[src/rtl/logic_unit_pipe_pkg.sv]
`default_nettype none
// ============================================================================
// Package     : logic_unit_defs
// Description : Operation encodings shared by logic_unit_pipe and its
//               combinational operation stage.
//               OP_AND..OP_NAND are plain bitwise operations.
//               OP_ACC_XOR folds A^B into the running accumulator.
//               OP_ACC_CLR returns the accumulator to its initial value.
// Revision    : 1.0 - initial release
// ============================================================================
package logic_unit_defs;

  typedef logic [2:0] op_t;

  localparam op_t OP_AND     = 3'b000;
  localparam op_t OP_OR      = 3'b001;
  localparam op_t OP_XOR     = 3'b010;
  localparam op_t OP_NOR     = 3'b011;
  localparam op_t OP_XNOR    = 3'b100;
  localparam op_t OP_NAND    = 3'b101;
  localparam op_t OP_ACC_XOR = 3'b110;
  localparam op_t OP_ACC_CLR = 3'b111;

  // True for the operations that write the accumulator.
  function automatic logic is_acc_op(input op_t op);
    return (op == OP_ACC_XOR) || (op == OP_ACC_CLR);
  endfunction

endpackage
`default_nettype wire

[src/rtl/logic_unit_pipe_op.sv]
`default_nettype none
// ============================================================================
// Module      : logic_op_comb
// Description : Purely combinational operation stage of logic_unit_pipe.
//               Ports:
//                 A, B     - operands
//                 Op       - operation select (see logic_unit_defs)
//                 acc      - current accumulator value
//                 result   - value to be registered into Out
//                 acc_next - accumulator value to register on accept
// Revision    : 1.0 - initial release
// ============================================================================
module logic_op_comb
  import logic_unit_defs::*;
#(
  parameter int                 WIDTH    = 24,
  parameter logic [WIDTH-1:0]   ACC_INIT = '0
) (
  input  logic [WIDTH-1:0] A,
  input  logic [WIDTH-1:0] B,
  input  logic [2:0]       Op,
  input  logic [WIDTH-1:0] acc,
  output logic [WIDTH-1:0] result,
  output logic [WIDTH-1:0] acc_next
);

  always_comb begin
    result   = '0;
    acc_next = acc;   // non-accumulator ops leave the accumulator alone
    case (Op)
      OP_AND:     result = A & B;
      OP_OR:      result = A | B;
      OP_XOR:     result = A ^ B;
      OP_NOR:     result = ~(A | B);
      OP_XNOR:    result = ~(A ^ B);
      OP_NAND:    result = ~(A & B);
      OP_ACC_XOR: begin
        acc_next = acc ^ A ^ B;
        result   = acc ^ A ^ B;
      end
      OP_ACC_CLR: begin
        acc_next = ACC_INIT;
        result   = ACC_INIT;
      end
      default:    result = '0;
    endcase
  end

endmodule
`default_nettype wire

[src/rtl/logic_unit_pipe.sv]
`default_nettype none
// ============================================================================
// Module      : logic_unit_pipe
// Description : Registered WIDTH-bit logic unit with a one-deep valid/ready
//               output stage, Zero/Parity flags, an XOR accumulator and a
//               saturating count of accepted operations.
//               Ports:
//                 Clock, Reset        - rising-edge clock, async high reset
//                 InValid / InReady   - input handshake (InReady is comb.)
//                 A, B, Op            - operands and operation select
//                 OutValid / OutReady - output handshake
//                 Out, Zero, Parity   - registered result and its flags
//                 AccOut              - registered accumulator
//                 Count               - accepted operations, saturating
// Revision    : 1.0 - initial release
// ============================================================================
module logic_unit_pipe
  import logic_unit_defs::*;
#(
  parameter int               WIDTH    = 24,
  parameter int               CNT_W    = 8,
  parameter logic [WIDTH-1:0] ACC_INIT = '0
) (
  input  logic             Clock,
  input  logic             Reset,
  input  logic             InValid,
  output logic             InReady,
  input  logic [WIDTH-1:0] A,
  input  logic [WIDTH-1:0] B,
  input  logic [2:0]       Op,
  output logic             OutValid,
  input  logic             OutReady,
  output logic [WIDTH-1:0] Out,
  output logic             Zero,
  output logic             Parity,
  output logic [WIDTH-1:0] AccOut,
  output logic [CNT_W-1:0] Count
);

  localparam logic [CNT_W-1:0] C_CNT_MAX = {CNT_W{1'b1}};
  localparam logic [CNT_W-1:0] C_CNT_ONE = {{(CNT_W-1){1'b0}}, 1'b1};

  logic             r_out_valid;
  logic [WIDTH-1:0] r_out;
  logic             r_zero;
  logic             r_parity;
  logic [WIDTH-1:0] r_acc;
  logic [CNT_W-1:0] r_count;

  logic             w_accept;
  logic             w_fire;
  logic [WIDTH-1:0] w_result;
  logic [WIDTH-1:0] w_acc_next;

  // The output slot may be refilled in the same cycle it drains.
  assign InReady  = !r_out_valid || OutReady;
  assign w_accept = InValid && InReady;
  assign w_fire   = r_out_valid && OutReady;

  logic_op_comb #(
    .WIDTH    (WIDTH),
    .ACC_INIT (ACC_INIT)
  ) u_op (
    .A        (A),
    .B        (B),
    .Op       (Op),
    .acc      (r_acc),
    .result   (w_result),
    .acc_next (w_acc_next)
  );

  always_ff @(posedge Clock or posedge Reset) begin
    if (Reset) begin
      r_out_valid <= 1'b0;
      r_out       <= '0;
      r_zero      <= 1'b0;
      r_parity    <= 1'b0;
      r_acc       <= ACC_INIT;
      r_count     <= '0;
    end else if (w_accept) begin
      r_out_valid <= 1'b1;
      r_out       <= w_result;
      r_zero      <= ~|w_result;
      r_parity    <= ^w_result;
      if (is_acc_op(Op)) begin
        r_acc <= w_acc_next;
      end
      if (r_count != C_CNT_MAX) begin
        r_count <= r_count + C_CNT_ONE;
      end
    end else if (w_fire) begin
      // Result consumed with nothing new behind it: data and flags hold.
      r_out_valid <= 1'b0;
    end
  end

  assign OutValid = r_out_valid;
  assign Out      = r_out;
  assign Zero     = r_zero;
  assign Parity   = r_parity;
  assign AccOut   = r_acc;
  assign Count    = r_count;

endmodule
`default_nettype wire

[config.mk]
export PLATFORM = sky130hd
export DESIGN_NAME = logic_unit_pipe
export DESIGN_NICKNAME = d
export VERILOG_FILES = /design/src/rtl/logic_unit_pipe_pkg.sv /design/src/rtl/logic_unit_pipe_op.sv /design/src/rtl/logic_unit_pipe.sv
export SDC_FILE = /design/constraint.sdc
export NUM_CORES = 1
export LEC_CHECK = 0
export ABC_AREA = 0
export BUFFER_PORTS_ARGS = -buffer_cell sky130_fd_sc_hd__buf_2
export CORE_ASPECT_RATIO = 0.5
export CORE_MARGIN = 10
export CORE_UTILIZATION = 55
export DETAILED_ROUTE_END_ITERATION = 12
export PLACE_DENSITY = 0.78
export SLEW_MARGIN = 0
export SYNTH_ARGS = -nofsm -noshare
export SYNTH_HDL_FRONTEND = slang
export SYNTH_SLANG_ARGS = --single-unit
[constraint.sdc]
create_clock -name Clock -period 3.4 [get_ports Clock]
set_input_delay 0 -clock Clock [delete_from_list [all_inputs] [get_ports Clock]]
set_output_delay 0 -clock Clock [all_outputs]
set_load 0.1 [all_outputs]
==> summary.txt <==
Status - completed
Clock slew at reported path FFs - 0.05 ns
Synth warnings - 0
Initial Utilization - 0.577
Mux cell area share after synthesis - 0.0570
CTS Sinks - 59
Crit-path max cell delay - 0.55 ns
Relative slew slack - 0.388
Cell Int Power - 1.98 mW
First-pass GRT wire length - 22500 µm
Compound-Gate Fraction of Synth Area - 0.242
Top Ports - 115
Post-CTS Resized - 0
# placed instances - 749
Synthesized flop and latch total - 59
VDD IR max - 0.295 mV
Synthesized area - 5130 µm²
Req. time, crit path - 3.65 ns
Hold Slack - 0.0760 ns
Row count - 24
RePlAce Congestion - 0.886
Pre-CTS setup slack - 0.521 ns
PD cells - 681 nW/µm²
Predominant post-synthesis flop cell - dfrtp_1
Yosys top cell by area - dfrtp_1
DRT Pass-1 Iters - 6
Clock network power share - 0.207
Top cells by area, synth - dfrtp_1, ha_1, xnor2_1, a22o_1, mux2_2
Adder-cell share of the synthesized area - 0.149
GR Overflow Total - 0
Syn Inst Count - 547
Post-route setup TNS - 0 ns
Setup repair bufs after CTS - 0
Crit Path Category - in2reg
Period minus WS final - 2.59 ns
Dpl hpwl - 10200 µm
CP arrival - 2.84 ns
Post-synth EDFFs - 0
Synth cell types - 36
Largest net degree at the start of global routing - 53
Peak Freq - 386 MHz
Share of layout cells above drive strength 1 - 0.262
Routed via count - 4507
CTS tree - done
Final setup viols - 0
Slowest CP cell - nor2b_4
Simple-Gate Fraction of Synth Area - 0.0785
Max-slew violation count - 0
Gate power share - 0.550
Xor-xnor portion of the synthesized cell area - 0.110
Max Clock Skew - 0.00672 ns
Die width - 157 µm
DRC - 0
Root Driver - clkbuf_16
Commonest non-fill, non-tap cell in the layout - buf_2
Max-cap violation count - 0
Leakage - 3.03 nW
Number of port buffers - 114
Critical-path cell list - buf_2, and2_4, nor2b_4, a221o_1, o21ai_0, ha_1, xnor2_1, xnor2_1, xnor3_1, o21ai_0
Post-layout util - 0.678
Fin cells - 765
CP endpoint kind - register
Avg Inst Size Synth - 9.38 µm²
Most frequent cells in the layout - buf_2, ha_1, nor2_1
RSZ-0062 raised after global routing - no
Sw Share - 0.518
Post-synth net total - 663
Final Hold Viols - 0
Synth async-reset ratio - 1.00
Die height - 88.3 µm
Wire length per cell - 18.5 µm
Worst-Skew Late Latency - 0.34 ns
First DRT Iteration DRCs - 339
Share of the synthesized area in the top cell type - 0.288
Setup ws final - 0.810 ns
Sequential fraction of the synthesis area - 0.288
Final net count - 761
Vias per cell - 5.89
Total Wirelength - 14200 µm
Flop pwr share - 0.243
# H-tree levels - 3
Min-Delay Path Class - in2reg
CP max FO - 29
Antenna violations before repair - 0
Main combinational cell family by area after synthesis - compound AO/OA/AOI/OAI gates
Cell Area, Placed - 5730 µm²
Fin crit share - 0.762
Area grow syn2layout - 17.3%
Number of diodes - 0
Clock Tree Buf Depth - 2
Design Area, Final - 6020 µm²
TritonCTS Buffers - 9
Routed Antenna Nets - 0
GRT Overall Usage - 0.203
Tightest Pin Transition - 0.915 ns
Vias in the first global route - 4325
PnR Total Power - 4.10 mW
Net Sw Power - 2.12 mW
Core area - 8890 µm²
CP startpoint kind - primary input
Die Footprint - 13800 µm²
-- cell families after synthesis --
kind of cell / after synthesis
and+or+nand+nor: 90
muxes: 26
DFF: 59
xor gates and xnor gates: 63
buffers and inverters: 90
adders and majority gates: 61
AOI/OAI and AO/OA: 158
-- synthesized netlist by cell type, types with 2 or more instances --
cell / instances
a21o_1: 9
a221o_1: 24
a22o_1: 48
and3_1: 2
buf_2: 9
buf_4: 3
buf_6: 4
clkbuf_1: 23
dfrtp_1: 59
ha_1: 61
inv_1: 50
mux2_2: 26
nand2_1: 8
nand2b_1: 3
nand3_1: 3
nand4_1: 5
nor2_1: 60
o21ai_0: 22
o21ai_1: 5
o22ai_1: 24
o2bb2ai_1: 24
xnor2_1: 58
xor2_1: 4
-- worst max-delay path: cells and delay by family --
kind	cells	cell delay, ns
AOI/OAI and AO/OA	3	0.48
and+or+nand+nor	2	0.80
adders and majority gates	1	0.32
buffers and inverters	1	0.44
xor gates and xnor gates	3	0.80
-- final timing paths --
check / start / end / slack (ns) / cells past startpoint
worst min register to register: Out[16]$_DFFE_PP0P_ / Out[16]$_DFFE_PP0P_ / 0.50 / 1
worst max-delay path: Op[2] / Parity$_DFFE_PP0P_ / 0.81 / 10
min in group asynchronous: Reset / Count[2]$_DFFE_PP0P_ / 0.30 / 3
worst min-delay path: B[9] / AccOut[9]$_DFFE_PP0P_ / 0.08 / 3
max in group asynchronous: Reset / Out[2]$_DFFE_PP0P_ / 2.21 / 4
worst max register to register: AccOut[14]$_DFFE_PP0P_ / Parity$_DFFE_PP0P_ / 1.00 / 9
-- power groups by stage --
stage	Combinational, mW	Clock, mW	Sequential [mW]
global placement	2.23	0	1.00
global route	2.37	0.891	1.02
finish	2.26	0.848	0.999
CTS	2.27	0.861	0.998
floorplan	0.755	0	2.10
detailed placement	2.26	0	1.01
-- flip-flops by register name, summed over array words and instances (netlist names) --
name,count
Out,24
Parity,1
AccOut,24
OutValid,1
Zero,1
Count,8
-- final cells by class --
type                    instances  area, µm²
repair buffers                127        673
clock buffers                  11        253
fillers                       751       2870
clock inverters                 3       15.0
inverters                      50        188
multi-input cells             398       3270
well taps                     117        146
flip-flops and latches         59       1480
-- timing repair --
item | 4_1_cts | 5_1_grt
hold buffers | 2 | 0
endpoints found under the setup margin | 0 | 0
hold endpoints to repair | 29 | 0
-- per-layer routing --
| metal | part of all wire | GRT usage | wire length [µm] |
|---|---|---|---|
| met5 | 0 | 0 | 0 |
| met1 | 0.45 | 0.258 | 6440 |
| met4 | 0.013 | 0.0681 | 178 |
| met3 | 0.071 | 0.0552 | 1000 |
| met2 | 0.46 | 0.329 | 6560 |
Note: power is estimated with default switching activity, not from simulation.
